==> src/rtl/spart_rx_if.sv <==
// Bus-side bundle of the SPART receiver: baud tick, serial pin, and the processor read interface.
interface spart_rx_if #(
    parameter int DATA_BITS = 8
);
    logic                 enable;
    logic                 rxd;
    logic                 rd_ack;
    logic [DATA_BITS-1:0] rx_data;
    logic                 rda;
    logic                 framing_err;
    logic                 overrun;
    logic                 parity_err;

    modport slave (
        input  enable,
        input  rxd,
        input  rd_ack,
        output rx_data,
        output rda,
        output framing_err,
        output overrun,
        output parity_err
    );

    modport master (
        output enable,
        output rxd,
        output rd_ack,
        input  rx_data,
        input  rda,
        input  framing_err,
        input  overrun,
        input  parity_err
    );
endinterface

==> src/rtl/spart_rx.sv <==
// SPART serial receiver: oversampled 8N1 deserialiser raising rda with framing/overrun flags.
// Define SPART_RX_PARITY_EN for 8E1 frames (even parity bit before stop, parity_err flag).
module spart_rx #(
    parameter int OVERSAMPLE = 16,
    parameter int DATA_BITS  = 8
) (
    input  logic      clk,
    input  logic      rst,
    spart_rx_if.slave bus
);

    localparam int TW = (OVERSAMPLE > 2) ? $clog2(OVERSAMPLE) : 1;
    localparam int BW = (DATA_BITS > 1) ? $clog2(DATA_BITS) : 1;
    localparam logic [TW-1:0] TICK_HALF = TW'(OVERSAMPLE / 2 - 1);
    localparam logic [TW-1:0] TICK_LAST = TW'(OVERSAMPLE - 1);
    localparam logic [BW-1:0] BIT_LAST  = BW'(DATA_BITS - 1);

`ifdef SPART_RX_PARITY_EN
    typedef enum logic [2:0] {
        ST_IDLE   = 3'd0,
        ST_START  = 3'd1,
        ST_DATA   = 3'd2,
        ST_PARITY = 3'd3,
        ST_STOP   = 3'd4
    } state_t;

    // Nonzero when data plus received parity bit hold an odd number of ones.
    function automatic logic parity_mismatch(input logic [DATA_BITS-1:0] data,
                                             input logic parity_bit);
        return (^data) ^ parity_bit;
    endfunction
`else
    typedef enum logic [2:0] {
        ST_IDLE  = 3'd0,
        ST_START = 3'd1,
        ST_DATA  = 3'd2,
        ST_STOP  = 3'd4
    } state_t;
`endif

    logic                 rx_meta_q;
    logic                 rx_sync_q;
    state_t               state_q;
    logic [TW-1:0]        tick_q;
    logic [BW-1:0]        bit_q;
    logic [DATA_BITS-1:0] shift_q;
    logic                 stop_bit_q;
    logic                 armed_q;
    logic                 done_q;
`ifdef SPART_RX_PARITY_EN
    logic                 parity_bit_q;
`endif

    logic [DATA_BITS-1:0] rx_data_q, rx_data_d;
    logic                 rda_q, rda_d;
    logic                 fe_q, fe_d;
    logic                 ov_q, ov_d;
    logic                 pe_q, pe_d;

    // Two-flop synchroniser for the asynchronous serial pin; idles high.
    always_ff @(posedge clk or posedge rst) begin
        if (rst) begin
            rx_meta_q <= 1'b1;
            rx_sync_q <= 1'b1;
        end else begin
            rx_meta_q <= bus.rxd;
            rx_sync_q <= rx_meta_q;
        end
    end

    // Frame FSM with tick/bit counters and shift register; done_q pulses the clk after the stop sample.
    always_ff @(posedge clk or posedge rst) begin
        if (rst) begin
            state_q    <= ST_IDLE;
            tick_q     <= {TW{1'b0}};
            bit_q      <= {BW{1'b0}};
            shift_q    <= {DATA_BITS{1'b0}};
            stop_bit_q <= 1'b1;
            armed_q    <= 1'b0;
            done_q     <= 1'b0;
`ifdef SPART_RX_PARITY_EN
            parity_bit_q <= 1'b0;
`endif
        end else begin
            done_q <= 1'b0;
            case (state_q)
                ST_IDLE: begin
                    tick_q <= {TW{1'b0}};
                    // armed_q blocks a held-low line (break) from starting repeated frames
                    if (rx_sync_q == 1'b1) begin
                        armed_q <= 1'b1;
                    end else if (armed_q) begin
                        state_q <= ST_START;
                    end
                end
                ST_START: begin
                    if (bus.enable) begin
                        if (tick_q == TICK_HALF) begin
                            tick_q <= {TW{1'b0}};
                            if (rx_sync_q == 1'b0) begin
                                state_q <= ST_DATA;
                                bit_q   <= {BW{1'b0}};
                            end else begin
                                state_q <= ST_IDLE;
                            end
                        end else begin
                            tick_q <= tick_q + 1'b1;
                        end
                    end
                end
                ST_DATA: begin
                    if (bus.enable) begin
                        if (tick_q == TICK_LAST) begin
                            tick_q  <= {TW{1'b0}};
                            shift_q <= {rx_sync_q, shift_q[DATA_BITS-1:1]};
                            bit_q   <= bit_q + 1'b1;
                            if (bit_q == BIT_LAST) begin
`ifdef SPART_RX_PARITY_EN
                                state_q <= ST_PARITY;
`else
                                state_q <= ST_STOP;
`endif
                            end
                        end else begin
                            tick_q <= tick_q + 1'b1;
                        end
                    end
                end
`ifdef SPART_RX_PARITY_EN
                ST_PARITY: begin
                    if (bus.enable) begin
                        if (tick_q == TICK_LAST) begin
                            tick_q       <= {TW{1'b0}};
                            parity_bit_q <= rx_sync_q;
                            state_q      <= ST_STOP;
                        end else begin
                            tick_q <= tick_q + 1'b1;
                        end
                    end
                end
`endif
                ST_STOP: begin
                    if (bus.enable) begin
                        if (tick_q == TICK_LAST) begin
                            tick_q     <= {TW{1'b0}};
                            stop_bit_q <= rx_sync_q;
                            done_q     <= 1'b1;
                            armed_q    <= 1'b0;
                            state_q    <= ST_IDLE;
                        end else begin
                            tick_q <= tick_q + 1'b1;
                        end
                    end
                end
                default: begin
                    state_q <= ST_IDLE;
                    tick_q  <= {TW{1'b0}};
                end
            endcase
        end
    end

    // Holding register update: a completing byte takes priority over a simultaneous read ack.
    always_comb begin
        rx_data_d = rx_data_q;
        rda_d     = rda_q;
        fe_d      = fe_q;
        ov_d      = ov_q;
        pe_d      = pe_q;
        if (done_q) begin
            rx_data_d = shift_q;
            rda_d     = 1'b1;
            fe_d      = ~stop_bit_q;
            ov_d      = rda_q & ~bus.rd_ack;
`ifdef SPART_RX_PARITY_EN
            pe_d      = parity_mismatch(shift_q, parity_bit_q);
`else
            pe_d      = 1'b0;
`endif
        end else if (bus.rd_ack) begin
            rda_d = 1'b0;
            fe_d  = 1'b0;
            ov_d  = 1'b0;
            pe_d  = 1'b0;
        end else begin
            rda_d = rda_q;
        end
    end

    // Processor-visible registers.
    always_ff @(posedge clk or posedge rst) begin
        if (rst) begin
            rx_data_q <= {DATA_BITS{1'b0}};
            rda_q     <= 1'b0;
            fe_q      <= 1'b0;
            ov_q      <= 1'b0;
            pe_q      <= 1'b0;
        end else begin
            rx_data_q <= rx_data_d;
            rda_q     <= rda_d;
            fe_q      <= fe_d;
            ov_q      <= ov_d;
            pe_q      <= pe_d;
        end
    end

    assign bus.rx_data     = rx_data_q;
    assign bus.rda         = rda_q;
    assign bus.framing_err = fe_q;
    assign bus.overrun     = ov_q;
    assign bus.parity_err  = pe_q;

endmodule

==> src/flat_wrapper.sv <==
// flat-port wrapper written by rule: the top's interface ports become plain ports
module spart_rx_flat 
#(
    parameter int OVERSAMPLE = 16,
    parameter int DATA_BITS  = 8
)
  (clk, rst, bus_enable, bus_rxd, bus_rd_ack, bus_rx_data, bus_rda, bus_framing_err, bus_overrun, bus_parity_err);
  spart_rx_if #(.DATA_BITS(DATA_BITS)) bus_i ();
  input  logic clk;
  input  logic rst;
  input wire logic [$bits(bus_i.enable)-1:0] bus_enable;
  input wire logic [$bits(bus_i.rxd)-1:0] bus_rxd;
  input wire logic [$bits(bus_i.rd_ack)-1:0] bus_rd_ack;
  output wire logic [$bits(bus_i.rx_data)-1:0] bus_rx_data;
  output wire logic [$bits(bus_i.rda)-1:0] bus_rda;
  output wire logic [$bits(bus_i.framing_err)-1:0] bus_framing_err;
  output wire logic [$bits(bus_i.overrun)-1:0] bus_overrun;
  output wire logic [$bits(bus_i.parity_err)-1:0] bus_parity_err;
  assign bus_i.enable = bus_enable;
  assign bus_i.rxd = bus_rxd;
  assign bus_i.rd_ack = bus_rd_ack;
  assign bus_rx_data = bus_i.rx_data;
  assign bus_rda = bus_i.rda;
  assign bus_framing_err = bus_i.framing_err;
  assign bus_overrun = bus_i.overrun;
  assign bus_parity_err = bus_i.parity_err;
  spart_rx #(.OVERSAMPLE(OVERSAMPLE), .DATA_BITS(DATA_BITS)) u_core (.clk(clk), .rst(rst), .bus(bus_i));
endmodule
==> config.mk <==
export PLATFORM = sky130hd
export DESIGN_NAME = spart_rx_flat
export DESIGN_NICKNAME = d
export VERILOG_FILES = /design/src/rtl/spart_rx_if.sv /design/src/rtl/spart_rx.sv /design/src/flat_wrapper.sv
export SDC_FILE = /design/constraint.sdc
export NUM_CORES = 1
export LEC_CHECK = 0
export ABC_AREA = 0
export CORE_ASPECT_RATIO = 1.4
export CORE_UTILIZATION = 55
export CTS_BUF_LIST = sky130_fd_sc_hd__clkbuf_8 sky130_fd_sc_hd__clkbuf_16
export CTS_CLUSTER_DIAMETER = 30
export CTS_CLUSTER_SIZE = 16
export DETAILED_ROUTE_END_ITERATION = 8
export DONT_BUFFER_PORTS = 1
export PLACE_DENSITY = 0.73
export SYNTH_ARGS = -nofsm -noshare
export SYNTH_HDL_FRONTEND = slang
export SYNTH_SLANG_ARGS = --single-unit
==> constraint.sdc <==
create_clock -name clk -period 1.7 [get_ports clk]
set_clock_uncertainty 0.1 [all_clocks]
set_input_delay 0.34 -clock clk [delete_from_list [all_inputs] [get_ports clk]]
set_output_delay 0.34 -clock clk [all_outputs]
set_load 0.02 [all_outputs]
==> flow_summary.yaml, run 1 <==
outcome:
  status: "complete, but fails checks"
  violations: "setup timing"
finish:
  n_antenna_cell: 0
  post-route-util_pct: 70.7
  fin_nets: 143
  final_cell_mix: "dfrtp_1, mux2_2, buf_4, inv_1, nor2_1"
  area_growth_syn_to_layout_pct: 18.9
  final_area_um2: 1750
  layout_commonest_cell: "dfrtp_1"
  fin_cells: 170
  drive_above_1_share_pct: 39.0
setup_path:
  required_ns: 1.77
  crit_start: "u_core.tick_q[1]"
  reg2reg_from: "u_core.tick_q[1]"
  crit_path_end: "u_core.shift_q[3]"
  worstPathMaxFanout: 8
  reg2reg_to: "u_core.shift_q[3]"
  crit_type: "flip-flop to flip-flop"
  cp_data_arrival_time_ns: 1.79
  cp-end-kind: "flip-flop"
  rrSetupSlack_ns: -0.02
  cp-start-kind: "flip-flop"
  reg2regPathDepth: 5
global_route:
  grt_use_total_pct: 23.2
  antenna_found_initial: 0
  grt_first_pass_wirelength_um: 4680
  first_global_vias: 1055
  grt-ovfl-total: 0
  grt_max_degree: 35
floorplanning:
  coreArea_um2: 2470
  start_util_pct: 59.5
  die_y_um: 63.1
  io_pins: 17
  rows: 21
  die_x_um: 45.7
  dieArea_um2: 2880
synth:
  synth_top_family_by_area: "multiplexers"
  yosysSeqAreaShare_pct: 58.2
  syn_avg_cell_area_um2: 12.4
  synth-edff-count: 0
  yosys_register_bits: 34
  async_flop_share_pct: 100
  synth_cell_types: 33
  yosys.area_share.simple_pct: 10.8
  yosys.area_share.xor_xnor_pct: 1.19
  netlist_area_um2: 1470
  ys_warn_count: 0
  synth_fp_nets: 126
  synth_compound_area_share_pct: 7.16
  synth-main-ff-cell: "dfrtp_1"
  synth-adder-area-share_pct: 2.56
  syn_inst: 118
  muxShareOfSynthArea_pct: 15.2
clock_tree:
  tritoncts: "done"
  clk_pin_slew_worst_paths_ns: 0.08
  numCtsBuffers: 5
  clock-sinks: 34
  cts-root-buf: "clkbuf_8"
  clockBufferDepth: 2
  insertion_delay_ns: 0.29
  htreeDepth: 2
power_and_ir_drop:
  cellLeakagePower_nw: 0.820
  total_power_mw: 2.07
  ir_drop_v: 0.000878
  p_per_area_nw_per_um2: 1180
detailed_routing:
  ant_nets: 0
  wirelength_um: 2730
  vias: 975
  drc: 0
  wl_per_cell_um: 16.1
  first_pass_iters: 4
  via_per_inst: 5.74
  drt_iter0_drc: 24
place:
  buffer_ports.inserted: 0
  placed_cells: 159
  place.gp.congestion: 0.847
  placed_cell_area_um2: 1590
  hpwl_um: 1930
  place_ws_ns: 0.00758
timing:
  drv_slew: 0
  max_freq_mhz: 580
  setup_violations: 9
  rsz0062_at_grt: "true"
  fin_crit_ns: 1.72
  timing.final.crit_share_pct: 101
  finalHoldViolations: 0
  finalWorstSetupSlack_ns: -0.0249
worst_hold_path:
  worstHoldPathCells: 1
  min_path_type: "input port to flip-flop"
job:
  max_cap_violations: 0
-- kinds of logic after synthesis --
| logic type | Yosys count |
|---|---|
| buffers and inverters | 14 |
| adder cells (fa/ha/maj) | 3 |
| flip-flops | 34 |
| other | 1 |
| multiplexers | 20 |
| AND/OR/NAND/NOR | 28 |
| AO/OA/AOI/OAI | 16 |
| XOR/XNOR | 2 |
-- registers in the layout, indices dropped and copies added (netlist names) --
register                cells
u_core.bus.rx_data          8
u_core.bit_q                3
u_core.bus.rda              1
u_core.stop_bit_q           1
u_core.rx_sync_q            1
u_core.bus.framing_err      1
u_core.armed_q              1
u_core.tick_q               4
u_core.done_q               1
u_core.bus.overrun          1
u_core.state_q              3
u_core.shift_q              8
u_core.rx_meta_q            1
-- power by group --
part | internal, mW | switching, mW
clock | 0.431 | 0.284
combinational | 0.218 | 0.199
sequential | 0.868 | 0.0650
total | 1.52 | 0.548
-- what timing repair did --
action | in CTS | in global routing
setup buffers | 0 | 1
endpoints found under the setup margin | 2 | 12
hold buffers | 2 | 0
endpoints found under the hold margin | 32 | 0
gates cloned | 0 | 0
resized for setup | 1 | 5
-- critical path, stage by stage, from the launching register on --
cell and delay, ns:
dfrtp_1 0.36, ha_2 0.19, nand4_1 0.17, nor4_2 0.22
buf_4 0.22, mux2_2 0.35
-- worst min-delay path by stage --
stage	slack [ns]	from	endpoint
4_1_cts	0.02	bus_rd_ack	u_core.bus.overrun
3_3_place_gp	0.24	rst	u_core.bus.overrun
2_1_floorplan	0.24	bus_rxd	u_core.rx_meta_q
6_report	0.02	bus_rd_ack	u_core.bus.overrun
3_5_place_dp	0.24	bus_rxd	u_core.rx_meta_q
5_1_grt	0.01	bus_rd_ack	u_core.bus.overrun
-- synth_stat cells, types with 3 or more instances --
cell type  instances  area [um^2]
buf_4              4         30.0
inv_1              6         22.5
nor2_1             6         22.5
o21ai_0            3         15.0
dfrtp_1           31          776
a31oi_1            3         18.8
dfstp_2            3         78.8
clkbuf_1           3         11.3
ha_1               3         37.5
mux2_2            18          203
a21oi_1            3         15.0
nand4_1            3         18.8
nand3_1            4         20.0
-- metal layers --
layer	track usage (%)	vias up	part of all wire, %
li1	-	455	-
met1	23.0	485	37
met2	38.6	23	56
met3	8.02	12	3.8
met4	14.8	0	3.1
met5	0	-	0
-- layout make-up --
| type | instances | area, um^2 |
|---|---|---|
| Clock buffer | 5 | 68.8 |
| Clock inverter | 3 | 40.0 |
| Fill cell | 202 | 723 |
| Inverter | 6 | 22.5 |
| Multi-Input combinational cell | 70 | 576 |
| Sequential cell | 34 | 857 |
| Tap cell | 34 | 42.5 |
| Timing Repair Buffer | 18 | 140 |
-- stage by stage --
stage | hold WS, ns | setup TNS (ns)
after floorplan | 0.244 | -0.153
after global placement | 0.237 | 0
after detailed placement | 0.245 | 0
after CTS | 0.0164 | -0.00572
after global routing | 0.0147 | -1.20
final | 0.0182 | -0.0976
Power figures use the tool's default switching activity.
==> run 2, diff against run 1 <==
--- a/config.mk
+++ b/config.mk
@@ -8,4 +8,5 @@
 export ABC_AREA = 0
 export CORE_ASPECT_RATIO = 1.4
+export CORE_MARGIN = 4
 export CORE_UTILIZATION = 55
 export CTS_BUF_LIST = sky130_fd_sc_hd__clkbuf_8 sky130_fd_sc_hd__clkbuf_16
==> constraint.sdc (replaced) <==
create_clock -name clk -period 1.7 [get_ports clk]
set_clock_uncertainty 0.1 [all_clocks]
set_input_delay 0.085 -clock clk [delete_from_list [all_inputs] [get_ports clk]]
set_output_delay 0.085 -clock clk [all_outputs]
set_load 0.02 [all_outputs]
==> run 2 against run 1 <==
Against the previous run:
- the run still ends with setup timing left
- setup slack worse by 0.048 ns
- sequential power up 2.6%
- critical path depth unchanged
- wire length up 3.0%
==> flow_summary.yaml, run 2 (same netlist as run 1, synthesis figures left out) <==
outcome:
  status: "complete, but fails checks"
  violations: "setup timing"
global_route:
  grt_max_degree: 21
  grt_first_pass_wirelength_um: 4700
  grt-ovfl-total: 0
  first_global_vias: 1079
  grt_use_total_pct: 17.5
  antenna_found_initial: 0
clock_tree:
  insertion_delay_ns: 0.28
  clockBufferDepth: 2
  htreeDepth: 2
  numCtsBuffers: 5
  clk_pin_slew_worst_paths_ns: 0.07
  cts-root-buf: "clkbuf_8"
  clock-sinks: 34
  tritoncts: "done"
job:
  max_cap_violations: 0
setup_path:
  critPathTopFamily: "simple AND/OR/NAND/NOR gates"
  crit_chain: "ha_4 > nand4_1 > nor4_2 > buf_4 > mux2_2"
  worstPathMaxFanout: 8
  cpPeakStageDelay_ns: 0.40
  cp-start-kind: "flip-flop"
  cp_data_arrival_time_ns: 1.84
  slowest_stage: "dfrtp_1"
  cp-end-kind: "flip-flop"
  required_ns: 1.77
  path_buf_inv: 1
  crit_type: "flip-flop to flip-flop"
finish:
  area_growth_syn_to_layout_pct: 21.3
  layout_commonest_cell: "dfrtp_1"
  fin_nets: 145
  drive_above_1_share_pct: 38.7
  post-route-util_pct: 72.1
  final_area_um2: 1780
  fin_cells: 171
  n_antenna_cell: 0
  final_cell_mix: "dfrtp_1, mux2_2, buf_4, inv_1, nor2_1"
detailed_routing:
  drc: 0
  ant_nets: 0
  met2_length_um: 1610
  drt_iter0_drc: 31
  via_per_inst: 5.85
  vias: 1000
  wl_per_cell_um: 16.5
  wl_met3_um: 130
  drt-met1-wl_um: 990
  first_pass_iters: 5
  wirelength_um: 2820
  highest_layer: "met4"
timing:
  relSlewSlack_pct: 59.4
  hold-worst-slack_ns: 0.0679
  max_freq_mhz: 564
  rsz0062_at_grt: "true"
  setup_violations: 10
  fin_crit_ns: 1.77
  worst_pin_slew_ns: 0.608
  drv_slew: 0
  finalHoldViolations: 0
  timing.final.crit_share_pct: 104
  finalWorstSetupSlack_ns: -0.0727
power_and_ir_drop:
  ir_drop_v: 0.000872
  p_per_area_nw_per_um2: 1080
  cellLeakagePower_nw: 0.821
floorplanning:
  start_util_pct: 59.5
  die_x_um: 51.7
  coreArea_um2: 2470
  dieArea_um2: 3570
  io_pins: 17
  rows: 21
  die_y_um: 69.1
place:
  place.gp.congestion: 0.825
  buffer_ports.inserted: 0
  placed_cells: 157
  place_ws_ns: -0.0608
  hpwl_um: 1980
  placed_cell_area_um2: 1580
worst_hold_path:
  min_path_type: "input port to flip-flop"
-- run 2: area by class of cell --
type | count | area [um^2]
Inverter | 6 | 22.5
Timing Repair Buffer | 20 | 175
Tap cell | 34 | 42.5
Multi-Input combinational cell | 70 | 606
Sequential cell | 34 | 857
Fill cell | 182 | 688
Clock buffer | 5 | 68.8
Clock inverter | 2 | 10.0
-- run 2: routing by layer --
layer / vias to the layer above / track usage (%)
met4: 0 / 7.87
met1: 501 / 18.0
met2: 33 / 30.9
met3: 10 / 6.03
met5: - / 0
li1: 456 / -
-- run 2: worst paths after layout --
kind                                   from                 to  slack (ns)  cells past startpoint
max                        u_core.tick_q[1]  u_core.shift_q[6]       -0.07                      5
min                              bus_enable    u_core.bit_q[1]        0.07                      3
min reg2reg                u_core.rx_meta_q   u_core.rx_sync_q        0.26                      0
max in group asynchronous               rst  u_core.state_q[1]        0.76                      3
max reg2reg                u_core.tick_q[1]  u_core.shift_q[6]       -0.07                      5
min in group asynchronous               rst      u_core.done_q        0.21                      2
-- run 2: timing repair --
action                     in CTS  in global routing
resized for setup               2                  9
hold buffers                    5                  0
hold endpoints to repair       20                  0
setup endpoints to repair      10                 12
setup buffers                   1                  1
pin swaps                       2                  3
-- run 2: where the power goes --
part           switching (mW)  leakage, nW  total (mW)  internal, mW
clock network           0.272       0.0438       0.546         0.274
registers              0.0884        0.444       0.957         0.868
logic                   0.196        0.334       0.427         0.231
-- run 2: per-stage QoR --
step,setup TNS (ns),power (mW)
6_report,-0.590,1.93
5_1_grt,-1.01,2.04
2_1_floorplan,-0.153,1.16
4_1_cts,-0.161,1.88
3_5_place_dp,-0.144,1.29
3_3_place_gp,0,1.27
-- run 2: worst min-delay path, cell delays in order --
cell and delay (ns):
nand3_2 0.06, or3_1 0.14, a22o_1 0.13
